===== config.mk =====
export PLATFORM = sky130hd
export DESIGN_NAME = tmu2_divgen18
export DESIGN_NICKNAME = d
export VERILOG_FILES = /design/src/rtl/tmu2_divgen18.sv
export SDC_FILE = /design/constraint.sdc
export NUM_CORES = 1
export LEC_CHECK = 0
export ABC_CLOCK_PERIOD_IN_PS = 3300
export CORE_MARGIN = 2
export CORE_UTILIZATION = 29
export CTS_BUF_LIST = sky130_fd_sc_hd__clkbuf_16
export DETAILED_ROUTE_END_ITERATION = 10
export GPL_TIMING_DRIVEN = 0
export SLEW_MARGIN = 20
export SYNTH_ARGS = -nofsm -noshare
export SYNTH_HDL_FRONTEND = slang
export SYNTH_SLANG_ARGS = --single-unit
export TNS_END_PERCENT = 30

===== constraint.sdc =====
create_clock -name sys_clk -period 3.3 [get_ports sys_clk]
set_clock_uncertainty 0.15 [all_clocks]
set_input_delay 0.495 -clock sys_clk [delete_from_list [all_inputs] [get_ports sys_clk]]
set_output_delay 0.495 -clock sys_clk [all_outputs]
set_load 0.05 [all_outputs]

===== src/rtl/tmu2_divgen18.sv =====
// Increment-parameter generator for the TMU2 interpolators: sign, quotient and
// remainder of (end_v - start) / divisor via a 17-step restoring divider.
module tmu2_divgen18 (
  input  logic        sys_clk,
  input  logic        sys_rst_n,
  input  logic        pipe_stb_i,
  output logic        pipe_ack_o,
  input  logic [17:0] start,
  input  logic [17:0] end_v,
  input  logic [16:0] divisor,
  output logic        busy,
  output logic        pipe_stb_o,
  input  logic        pipe_ack_i,
  output logic [17:0] init,
  output logic        positive,
  output logic [16:0] q,
  output logic [16:0] r,
  output logic [16:0] divisor_o
);

  localparam int unsigned W  = 18;
  localparam int unsigned DW = 17;
  localparam int unsigned CW = 5;

  typedef enum logic [1:0] {IDLE, DIV, DONE} state_t;

  state_t         state;
  logic [DW-1:0]  dividend;
  logic [DW-1:0]  rem;
  logic [CW-1:0]  cnt;

  logic [W:0]     diff_c;
  logic [W:0]     abs_c;
  logic [DW-1:0]  mag_c;
  logic [W-1:0]   rem_sh_c;
  logic           ge_c;
  logic [DW-1:0]  rem_nx_c;

  // Span magnitude (saturated to 17 bits) and one restoring-division step
  always_comb begin
    diff_c   = {end_v[W-1], end_v} - {start[W-1], start};
    abs_c    = diff_c[W] ? ((W+1)'(0) - diff_c) : diff_c;
    mag_c    = (|abs_c[W:DW]) ? {DW{1'b1}} : abs_c[DW-1:0];
    rem_sh_c = {rem, dividend[DW-1]};
    ge_c     = (rem_sh_c >= {1'b0, divisor_o});
    rem_nx_c = ge_c ? DW'(rem_sh_c - {1'b0, divisor_o}) : rem_sh_c[DW-1:0];
  end

  always_ff @(posedge sys_clk or negedge sys_rst_n) begin
    if (!sys_rst_n) begin
      state      <= IDLE;
      pipe_ack_o <= 1'b1;
      busy       <= 1'b0;
      pipe_stb_o <= 1'b0;
      init       <= '0;
      positive   <= 1'b1;
      q          <= '0;
      r          <= '0;
      divisor_o  <= '0;
      dividend   <= '0;
      rem        <= '0;
      cnt        <= '0;
    end else begin
      case (state)
        IDLE: begin
          if (pipe_stb_i) begin
            init       <= start;
            divisor_o  <= divisor;
            positive   <= ~diff_c[W];
            pipe_ack_o <= 1'b0;
            busy       <= 1'b1;
            if (divisor == '0) begin
              q          <= '0;
              r          <= '0;
              pipe_stb_o <= 1'b1;
              state      <= DONE;
            end else begin
              dividend <= mag_c;
              rem      <= '0;
              cnt      <= '0;
              state    <= DIV;
            end
          end
        end
        DIV: begin
          dividend <= {dividend[DW-2:0], 1'b0};
          rem      <= rem_nx_c;
          q        <= {q[DW-2:0], ge_c};
          cnt      <= cnt + CW'(1);
          if (cnt == CW'(DW - 1)) begin
            r          <= rem_nx_c;
            pipe_stb_o <= 1'b1;
            state      <= DONE;
          end
        end
        DONE: begin
          // Outputs stay frozen until downstream takes the result
          if (pipe_ack_i) begin
            pipe_ack_o <= 1'b1;
            busy       <= 1'b0;
            pipe_stb_o <= 1'b0;
            state      <= IDLE;
          end
        end
        default: begin
          pipe_ack_o <= 1'b1;
          busy       <= 1'b0;
          pipe_stb_o <= 1'b0;
          state      <= IDLE;
        end
      endcase
    end
  end

endmodule

# Word-level counts from Yosys, hierarchy flattened
# Index checks and enable logic that the tools add are counted.
dict set report word_totals {
  out_inout_bits 73
  wordCells 70
  reg_bits 114
  inputBits 57
}
dict set report op_classes {
  n_reduce_logical 11
  muxes 32
  n_eq_ne 8
  bitwise_logic 2
  magnitude_cmp 1
  addsub 4
}
# operator count
set op_table {}
lappend op_table {{$mux 17} 9}
lappend op_table {{$pmux 17 s2} 4}
lappend op_table {{$mux 19} 1}
lappend op_table {{$sub 1x19->19 const A} 1}
lappend op_table {{$sub 18x18->19} 1}
lappend op_table {{$ge 18x17->1} 1}
lappend op_table {{$logic_not 17->1} 1}
lappend op_table {{$sub 17x17->17} 1}
lappend op_table {{$reduce_and 3->1} 4}
lappend op_table {{$mux 5} 2}
lappend op_table {{$ne 2x2->1 const B} 5}
lappend op_table {{$pmux 5 s2} 1}
lappend op_table {{$pmux 1 s3} 3}
lappend op_table {{$mux 2} 4}
lappend op_table {{$reduce_and 4->1} 2}
lappend op_table {{$mux 1} 7}
lappend op_table {{$pmux 2 s3} 1}
lappend op_table {{$add 5x1->5 const B} 1}
lappend op_table {{$eq 5x5->1 const B} 1}
lappend op_table {{$eq 2x1->1 const B} 1}
lappend op_table {{$eq 2x2->1 const B} 1}
lappend op_table {{$logic_not 2->1} 1}
lappend op_table {{$not 1->1} 2}
lappend op_table {{$reduce_and 2->1} 1}
lappend op_table {{other kinds (2)} 2}

# Longest topological paths before layout
# Gate-level depths: netlist (run 1).
dict set report logic_depth {
  ltp_word 8
  depth_mapped 14
  ltp_nobuf 13
}

# Least setup slack after synthesis (run 1)
# No wires, ideal clock.
dict set report synth_timing {
  kind {input port to flip-flop}
  start {input end_v[0]}
  end {register dividend[7]}
  stages 14
  required_ns 3.008
  path_buffers 1
  arrival_ns 3.321
  setup_ns 0.142
  setup_slack_ns -0.313
  cell_sequence {inv_1 > ha_1 > inv_1 > fa_1 > a21o_1 > a211oi_2 > o211a_1 > o311ai_1 > a21oi_1 > nand4_1 > nor4b_4 > a2bb2oi_2 > buf_6 > a31oi_2}
}
dict set report synth_between {
  elab_chain_cells 8
}
# item line
set synth_rtl {}
lappend synth_rtl {{from (decl)} 9} ;# input logic [17:0] end_v,
lappend synth_rtl {{$sub 18x18->19 (*)} 41} ;# diff_c = {end_v[W-1], end_v} - {start[W-1], start};
lappend synth_rtl {{$sub 1x19->19} 42} ;# abs_c = diff_c[W] ? ((W+1)'(0) - diff_c) : diff_c;
lappend synth_rtl {{$mux 19 (*)} 42}
lappend synth_rtl {{$reduce_or 2->1} 43} ;# mag_c = (|abs_c[W:DW]) ? {DW{1'b1}} : abs_c[DW-1:0];
lappend synth_rtl {{$mux 17 (*)} 43}
lappend synth_rtl {{$mux 17 (*)} 72} ;# if (divisor == '0) begin
lappend synth_rtl {{$mux 17 (*)} 66} ;# if (pipe_stb_i) begin
lappend synth_rtl {{$pmux 17 s2 (*)} 64} ;# case (state)
lappend synth_rtl {{to (signal assigned)} 78} ;# dividend <= mag_c;
lappend synth_rtl {{to (signal assigned)} 86} ;# dividend <= {dividend[DW-2:0], 1'b0};
lappend synth_rtl {{to (decl)} 28} ;# logic [DW-1:0] dividend;
# Every way passes the cells marked *; elsewhere a longest branch is shown, timed or not. The select of a mux whose other input is x is not followed.
# A chain may end at the register's enable or synchronous reset.

# Worst setup path after layout (run 1)
dict set report layout_timing {
  start {input end_v[10]}
  end {register dividend[7]}
}
# Same word-level chain as after synthesis.

==> impl_metrics.ini, run 1 <==
[status]
status = complete, no violations

[setup_path]
path_cells = clkdlybuf4s50_1 > ha_4 > a21o_1 > nand3_1 > o211ai_1 > or3_4 > a21oi_4 > nand4_1 > buf_6 > nor4b_4 > a2bb2oi_4 > buf_8 > a31oi_2
worstSetupStartpointType = input pin
critPathMaxFanout = 6
crit_buf_inv = 3
r2r_start = divisor_o[0]
critPathMaxStageDelay_ns = 0.51
path_delay_family = simple AND/OR/NAND/NOR gates
cp.arrival_ns = 3.41
cp_slowest_cell = clkdlybuf4s50_1
crit_required_ns = 3.42
reg2reg_slack_ns = 0.16
rr_endpoint = rem[6]
crit_path_end_kind = flip-flop
r2r_cells = 12
worstSetupPathType = input pin to flip-flop

[drt]
ant_nets = 0
via_per_inst = 4.93
route.detailed.drc = 0
wl_um = 20400
drt_iter0_drc = 351
route.vias.total = 6410
wl_per_cell_um = 15.6
dr.pass1.iters = 4

[sta]
layout_min_cycle_time_ns = 3.30
fmax_mhz = 303
slew_violations = 0
hold_viol_final = 0
fin_crit_sh = 1.00
rsz0062_at_grt = true
relSlewSlack = 0.474
setup_viol = 0
finalWorstSetupSlack_ns = 0.000899
worstMarginPinSlew_ns = 0.789

[run]
drv_cap = 0

[floorplanning]
io_pins = 130
dieHeight_um = 162
rows = 57
core_area_um2 = 24400
die_area_um2 = 26200
start_util = 0.297
die-width_um = 162

[logic_synthesis]
synthFlopType = dfrtp_1
synth_adder_area_share = 0.0729
syn_nets = 863
muxShareOfSynthArea = 0.0479
yosys-top-cells-area = dfrtp_1 (39%), ha_1 (6.7%), o21ai_0 (4.6%), nand2_1 (4.6%), mux2_2 (3.3%)
synthDistinctLibCells = 81
yosysTopAreaCellShare = 0.387
seq_area_frac_synth = 0.394
synth-simple-area-share = 0.150
synth_top_cell_by_area = dfrtp_1
netlist_instances = 765
syn_avg_cell_area_um2 = 9.46
synth_seq_cells = 114
async_flop_share = 1.00
synth_warnings = 0
synth_edf_count = 0
synth_compound_area_frac = 0.227
synth_area_um2 = 7240
synth_top_family_by_area = compound AO/OA/AOI/OAI gates
yosys.area_share.xor_xnor = 0.0481

[hold_path]
holdPathStages = 2
hp-class = input pin to flip-flop
min_from = start[1]
holdPathEnd = init[1]

[place]
portBuffers = 129
dp_slack_ns = -1.20
dp_hpwl_um = 14600
place.gp.congestion = 0.823

[final_layout]
drive_above_1_share = 0.215
syn2layout_area_growth_pct = 43.5
nNetsFinal = 1061

[clock_network]
cts_made_buffers = 17
cts.sinks = 114
clockBufferDepth = 2
worstSkewPairLatency_ns = 0.42
root_buffer = clkbuf_16
htree_levels = 4
clk_pin_slew_ns = 0.06
tritoncts = built

[grt]
grt_usage = 0.155
grt_pass1_wl_um = 32300
grt_antenna_before_repair = 1
grt_max_degree = 66
grt_pass1_vias = 6411
grt_remaining_overflow = 0

[power]
ir_worst_vdd_mv = 0.650
power_w = 0.0122
leakage_nw = 4.44
powerDensity_nw_per_um2 = 1170
==> cells in the mapped netlist, types with 14 or more instances <==
cell / instances
clkbuf_1: 22
xnor2_1: 19
nor2_1: 39
o22ai_1: 20
o21ai_0: 67
a21oi_1: 27
dfrtp_1: 112
inv_1: 57
a31oi_1: 14
nand3_1: 16
mux2_2: 21
a22o_1: 16
xor2_1: 17
nand2_1: 88
ha_1: 39
==> layout make-up <==
class	instances	area, µm²
Sequential cell	114	2860
Antenna cell	1	2.50
Multi-Input combinational cell	557	4350
Buffer	34	234
Tap cell	324	405
Timing Repair Buffer	182	1730
Inverter	57	226
Clock inverter	15	158
Fill cell	2426	14000
Clock buffer	17	425
==> where the power goes <==
group | leakage (nW) | internal [W] | switching [W]
sequential | 1.36 | 0.00216 | 0.000514
clock | 0.288 | 0.00112 | 0.000727
combinational | 2.79 | 0.00307 | 0.00458
total | 4.44 | 0.00635 | 0.00583
==> registers in the layout, indices dropped and copies added, names as in the netlist, 2 cells and up <==
signal     cells
q             17
init          18
cnt            5
state          2
rem           17
divisor_o     17
r             17
dividend      17
==> through the flow <==
stage | cells | setup TNS (ns) | hold WS, ns | area [µm²] | util
3_3_place_gp | 1218 | -387.34 | 0.316 | 9000 | 0.369
5_1_grt | 1301 | -2.26 | 0.204 | 10400 | 0.426
6_report | 1301 | 0 | 0.200 | 10400 | 0.426
3_5_place_dp | 1219 | -35.27 | 0.326 | 9030 | 0.370
4_1_cts | 1288 | -0.0729 | 0.200 | 10200 | 0.418
2_1_floorplan | 765 | -1.81 | 0.0494 | 7300 | -
==> worst reg2reg max path, stage by stage, from the launching register on <==
cell and delay [ns]:
dfrtp_1 0.41, ha_1 0.24, fa_1 0.41, nor2b_1 0.12, o21ai_0 0.12, a21boi_1 0.20
o21ai_0 0.14, a21oi_2 0.23, a211oi_2 0.16, nor2_2 0.22, buf_6 0.19, mux2i_2 0.30
o21ai_0 0.13
==> kinds of logic (layout without fill, tap and decap cells) <==
logic type               after synthesis  count (layout)
AO/OA/AOI/OAI                        230             230
buffers and inverters                 94             305
flip-flops                           114             114
AND/OR/NAND/NOR                      216             216
adder cells (fa/ha/maj)               41              41
multiplexers                          32              32
XOR/XNOR                              38              38
other                                  0               1
==> cells in the final DEF (no fill, tap or decap), types with 8 or more instances in the layout <==
master,synthesis,layout
dfrtp_1,112,112
clkdlybuf4s50_1,0,106
nand2_1,88,87
o21ai_0,67,64
inv_1,57,50
buf_4,3,50
nor2_1,39,38
ha_1,39,31
mux2_2,21,21
a21oi_1,27,21
o22ai_1,20,19
xnor2_1,19,18
clkbuf_1,22,17
xor2_1,17,17
clkbuf_16,0,17
dlygate4sd2_1,0,17
a22o_1,16,16
nand3_1,16,15
buf_6,6,13
a31oi_1,14,11
a31oi_2,11,10
a21o_1,11,10
mux2i_1,11,9
nand2b_1,8,8
nor3_1,8,8
nor2b_1,8,8
ha_4,0,8
==> routing by layer <==
metal  GRT usage  routed length, µm
met1       0.198               9140
met2       0.262               9950
met3      0.0396               1000
met4      0.0346                257
met5           0                  0
==> how the worst max path moves through the flow <==
stage | end | slack [ns] | cells after the start | start
5_1_grt | dividend[6] | -0.16 | 13 | start[12]
2_1_floorplan | dividend[7] | -0.13 | 14 | end_v[0]
6_report | dividend[7] | 0.0009 | 13 | end_v[10]
4_1_cts | dividend[7] | -0.02 | 16 | end_v[0]
3_3_place_gp | init[12] | -3.13 | 1 | sys_rst_n
3_5_place_dp | dividend[7] | -1.20 | 15 | end_v[0]
==> repair_timing <==
action	4_1_cts	5_1_grt
setup buffers	38	12
pin swaps	43	27
hold buffers	1	0
endpoints found under the setup margin	50	48
cloned	1	0
endpoints found under the hold margin	48	0
resized for setup	89	27
(Power assumes the default switching activity.)
==> run 2: changes to the inputs <==
--- a/config.mk
+++ b/config.mk
@@ -11,6 +11,7 @@
 export CTS_BUF_LIST = sky130_fd_sc_hd__clkbuf_16
 export DETAILED_ROUTE_END_ITERATION = 10
 export GPL_TIMING_DRIVEN = 0
+export SKIP_CTS_REPAIR_TIMING = 1
 export SLEW_MARGIN = 20
 export SYNTH_ARGS = -nofsm -noshare
 export SYNTH_HDL_FRONTEND = slang
==> run 2 against run 1 <==
- critical path type unchanged
- the flow now finishes with violations (negative setup slack)
- non-clock buffer count fell by 15
- clock power barely moved
- combinational power rose by 2.7%
- register-to-register slack barely moved
==> impl_metrics.ini, run 2 (same netlist as run 1, synthesis figures left out) <==
[power]
ir_worst_vdd_mv = 0.652
power_w = 0.0124
leakage_nw = 4.48
powerDensity_nw_per_um2 = 1190

[sta]
slew_violations = 0
layout_min_cycle_time_ns = 3.35
finalWorstSetupSlack_ns = -0.0520
worstMarginPinSlew_ns = 0.825
hold_slack_ns = 0.196
relSlewSlack = 0.445
fin_crit_sh = 1.02
tns_ns = -0.477
setup_viol = 14
rsz0062_at_grt = true
hold_viol_final = 0
fmax_mhz = 298

[setup_path]
critPathLaunch = end_v[8]
r2r_cells = 13
path_common_cell = a31oi_1
cp.arrival_ns = 3.47
crit_path_end_kind = flip-flop
path_cells = clkdlybuf4s50_1 > ha_4 > and4_4 > o21ai_2 > o211ai_1 > a31oi_1 > o311ai_2 > o311ai_4 > nor4b_4 > a2bb2oi_4 > buf_6 > a31oi_1
worstSetupStartpointType = input pin
critPathMaxFanout = 7
critPathCapture = dividend[4]
crit_required_ns = 3.42
worstSetupPathType = input pin to flip-flop
rr_endpoint = r[4]
cp_slowest_cell = clkdlybuf4s50_1
reg2reg_slack_ns = 0.16
critPathMaxStageDelay_ns = 0.45
r2r_start = divisor_o[0]

[drt]
dr.pass1.iters = 5
wl_per_cell_um = 15.5
ant_nets = 0
via_per_inst = 4.95
drt_iter0_drc = 342
wl_um = 19900
route.detailed.drc = 0
route.vias.total = 6362

[run]
drv_cap = 0

[final_layout]
syn2layout_area_growth_pct = 43.3
fillerInstances = 2423
final_cell_mix = dfrtp_1 (112), clkdlybuf4s50_1 (110), nand2_1 (88)
drive_above_1_share = 0.201
final_common_cell = dfrtp_1
finalNonFillerCells = 1286
stdcell_area_um2 = 10400
largest_register_ffs = 18
nNetsFinal = 1046
largest_register = init

[grt]
grt_usage = 0.148
grt_pass1_vias = 6153
grt_max_degree = 66
grt_antenna_before_repair = 1
grt_remaining_overflow = 0
grt_pass1_wl_um = 31000

[clock_network]
tritoncts = built
clockBufferDepth = 2
worstSkewPairLatency_ns = 0.43
cts_made_buffers = 17
clk_pin_slew_ns = 0.06
root_buffer = clkbuf_16
htree_levels = 4
cts.sinks = 114

[floorplanning]
dieHeight_um = 162
start_util = 0.297
die_area_um2 = 26200
core_area_um2 = 24400
die-width_um = 162
rows = 57
io_pins = 130

[place]
place.gp.congestion = 0.823
placement.cell_area_um2 = 9030
portBuffers = 129
dp.cells = 1219
dp_hpwl_um = 14600

[status]
status = finished with violations
violations = negative setup slack

[hold_path]
hp-class = input pin to flip-flop
[run 2: worst max-delay path: cells and delay by family]
kind                     cells  cell delay [ns]
buffers and inverters        2             0.63
adder cells (fa/ha/maj)      1             0.33
AND/OR/NAND/NOR              2             0.59
AO/OA/AOI/OAI                7             1.41
[run 2: layout make-up]
type | instances | area [µm²] | share of cell area
clock buffer | 17 | 425 | 0.0410
inverter | 57 | 229 | 0.0221
buffer | 34 | 234 | 0.0226
clock inverter | 15 | 158 | 0.0152
timing repair buffer | 167 | 1670 | 0.161
sequential | 114 | 2860 | 0.275
multi-input combinational | 557 | 4400 | 0.424
tap | 324 | 405 | 0.0391
antenna | 1 | 2.50 | 0.000241
[run 2: worst min-delay path by stage]
stage | start | end | slack (ns) | cells past startpoint
after floorplan | sys_rst_n | busy | 0.05 | 0
after global placement | r[6] | r[6] | 0.32 | 2
after detailed placement | sys_rst_n | divisor_o[14] | 0.33 | 1
after CTS | sys_rst_n | divisor_o[16] | -0.13 | 1
after global routing | start[5] | init[5] | 0.21 | 2
final | start[5] | init[5] | 0.20 | 2
[run 2: power by group]
part	total, W	internal (W)	switching (W)
sequential	0.00267	0.00216	0.000518
clock	0.00184	0.00112	0.000726
combinational	0.00787	0.00318	0.00469
total	0.0124	0.00645	0.00594
[run 2: stage by stage]
step | utilization | setup WS (ns)
4_1_cts | 0.394 | -0.748
3_5_place_dp | 0.370 | -1.20
2_1_floorplan | - | -0.135
6_report | 0.425 | -0.0520
3_3_place_gp | 0.369 | -3.13
5_1_grt | 0.425 | -0.230
[run 2: layer usage]
metal,wire [µm],global-route usage,part of all wire,vias to the layer above
met1,9050,0.194,0.46,3037
met4,313,0.0358,0.016,0
met2,9490,0.244,0.48,163
li1,-,-,-,3142
met5,0,0,0,-
met3,1030,0.0396,0.052,20
==> run 3: changes to the inputs <==
--- a/config.mk
+++ b/config.mk
@@ -10,7 +10,7 @@
 export CORE_UTILIZATION = 29
 export CTS_BUF_LIST = sky130_fd_sc_hd__clkbuf_16
 export DETAILED_ROUTE_END_ITERATION = 10
-export GPL_TIMING_DRIVEN = 0
+export PLACE_DENSITY = 0.59
 export SKIP_CTS_REPAIR_TIMING = 1
 export SLEW_MARGIN = 20
 export SYNTH_ARGS = -nofsm -noshare
==> run 3 against run 2 <==
- the flow finishes with violations (negative hold slack)
- total power barely moved
- fmax rose by 3.2%
- via count rose by 0.74%
- cell count rose by 3.0%
- worst hold slack got worse by 0.22 ns
- critical path depth rose by 5
- routed wire length fell by 2.2%
- worst setup slack improved by 0.10 ns
- clock-buffer cell count did not move
- sequential cell count did not move
- clock power rose by 16%
- critical path type unchanged
- largest power group unchanged
==> impl_metrics.ini, run 3 (same netlist as run 1, synthesis figures left out) <==
[status]
status = finished with violations
violations = negative hold slack

[sta]
hold_slack_ns = -0.0205
rsz0062_at_grt = true
layout_min_cycle_time_ns = 3.25
hold_viol_final = 17
setup_viol = 0
relSlewSlack = 0.535
fmax_mhz = 308
fin_crit_sh = 0.984
slew_violations = 0
worstMarginPinSlew_ns = 0.692

[final_layout]
fillerInstances = 2325
syn2layout_area_growth_pct = 48.3
final_util = 0.440
antennaDiodeCount = 0
regArea_um2 = 2860
largest_register = init
final_common_cell = dfrtp_1
nNetsFinal = 1085
largest_register_ffs = 18
stdcell_area_um2 = 10700
drive_above_1_share = 0.256
final_cell_mix = dfrtp_1 (112), clkdlybuf4s50_1 (108), buf_4 (102)
multiInputGateArea_um2 = 4320

[setup_path]
worstSetupStartpointType = input pin
worstSetupPathType = input pin to flip-flop
critPathMaxStageDelay_ns = 0.38
r2r_cells = 13
crit_path_end_kind = flip-flop
reg2reg_slack_ns = 0.25
r2r_start = dividend[16]
critPathMaxFanout = 3
crit_required_ns = 3.42
path_cells = buf_8 > inv_12 > ha_4 > inv_4 > fa_2 > a21o_4 > a221oi_4 > buf_6 > xnor2_4 > a211oi_4 > nand4b_4 > buf_6 > nor4_4 > buf_4 > a41oi_2 > xnor2_1 > a31oi_2
rr_endpoint = r[1]
path_common_cell = buf_6
cp_slowest_cell = fa_2
cp.arrival_ns = 3.37

[floorplanning]
start_util = 0.297
io_pins = 130
die-width_um = 162
rows = 57
die_area_um2 = 26200
core_area_um2 = 24400
dieHeight_um = 162

[drt]
via_per_inst = 4.84
drt_iter0_drc = 320
dr.pass1.iters = 4
route.detailed.drc = 0
wl_um = 19400
ant_nets = 0
route.vias.total = 6409
wl_per_cell_um = 14.7

[clock_network]
cts.sinks = 114
worstSkewPairLatency_ns = 0.43
clk_pin_slew_ns = 0.07
tritoncts = built
htree_levels = 4
clockBufferDepth = 2
root_buffer = clkbuf_16
cts_made_buffers = 17

[grt]
grtUsageMet2 = 0.252
busiest_layer = met2
grt_antenna_before_repair = 0
grt_remaining_overflow = 0
grt_util_met1 = 0.191
grt_max_degree = 115
grt_pass1_vias = 6258
grtUsageMet3 = 0.0273
grt_usage = 0.147
grt_pass1_wl_um = 31300

[power]
p_seq_frac = 0.215
p_comb_frac = 0.612
p_sw_w = 0.00577
swShare = 0.466
powerDensity_nw_per_um2 = 1150
ir_worst_vdd_mv = 0.693
internal_power_w = 0.00661
leakage_nw = 4.77
clkPwrFrac = 0.173

[run]
drv_cap = 0

[place]
dp_hpwl_um = 14100
placement.cell_area_um2 = 9560
place.gp.congestion = 0.811
portBuffers = 129

[hold_path]
hp-class = input pin to async pin
[run 3: area by class of cell]
type / instances / area share
well taps: 324 / 0.0378
inverters: 57 / 0.0213
clock buffers: 17 / 0.0396
multi-input cells: 557 / 0.403
clock inverters: 15 / 0.0228
flip-flops and latches: 114 / 0.266
repair buffers: 240 / 0.210
[run 3: through the flow]
step	TNS (ns)	hold WS [ns]	cells	setup slack (ns)	power (W)
final	0	-0.0205	1324	0.0514	0.0124
after global routing	-0.779	0.0651	1324	-0.111	0.0133
after CTS	-12.69	0.0244	1311	-0.789	0.0122
after detailed placement	-20.60	0.318	1279	-1.26	0.0100
after global placement	-19.89	0.312	1279	-1.20	0.00991
after floorplan	-1.81	0.0494	765	-0.135	0.00774
[run 3: worst max path at each step]
stage	startpoint	cells after the start	to	slack (ns)
CTS	end_v[0]	14	dividend[4]	-0.79
global placement	end_v[0]	14	dividend[4]	-1.20
detailed placement	end_v[0]	14	dividend[1]	-1.26
floorplan	end_v[0]	14	dividend[7]	-0.13
global route	end_v[0]	17	dividend[16]	-0.11
finish	end_v[0]	17	dividend[16]	0.05
[run 3: power groups by stage]
stage / registers [W] / logic (W) / clock network (W)
after floorplan: 0.00411 / 0.00363 / 0
after global placement: 0.00267 / 0.00724 / 0
after detailed placement: 0.00269 / 0.00731 / 0
after CTS: 0.00267 / 0.00735 / 0.00219
after global routing: 0.00275 / 0.00830 / 0.00225
final: 0.00266 / 0.00758 / 0.00214
[run 3: worst max-delay path, delay by kind of cell]
kind | cells | cell delay (ns)
xor+xnor | 2 | 0.31
simple gates | 2 | 0.37
fa+ha+maj | 2 | 0.50
buf+inv | 6 | 0.68
compound gates | 5 | 0.99
[run 3: layer usage]
layer / vias up / share of wire
met5: - / 0
met4: 0 / 0.0084
met3: 12 / 0.034
met2: 120 / 0.50
met1: 3074 / 0.46
li1: 3203 / -
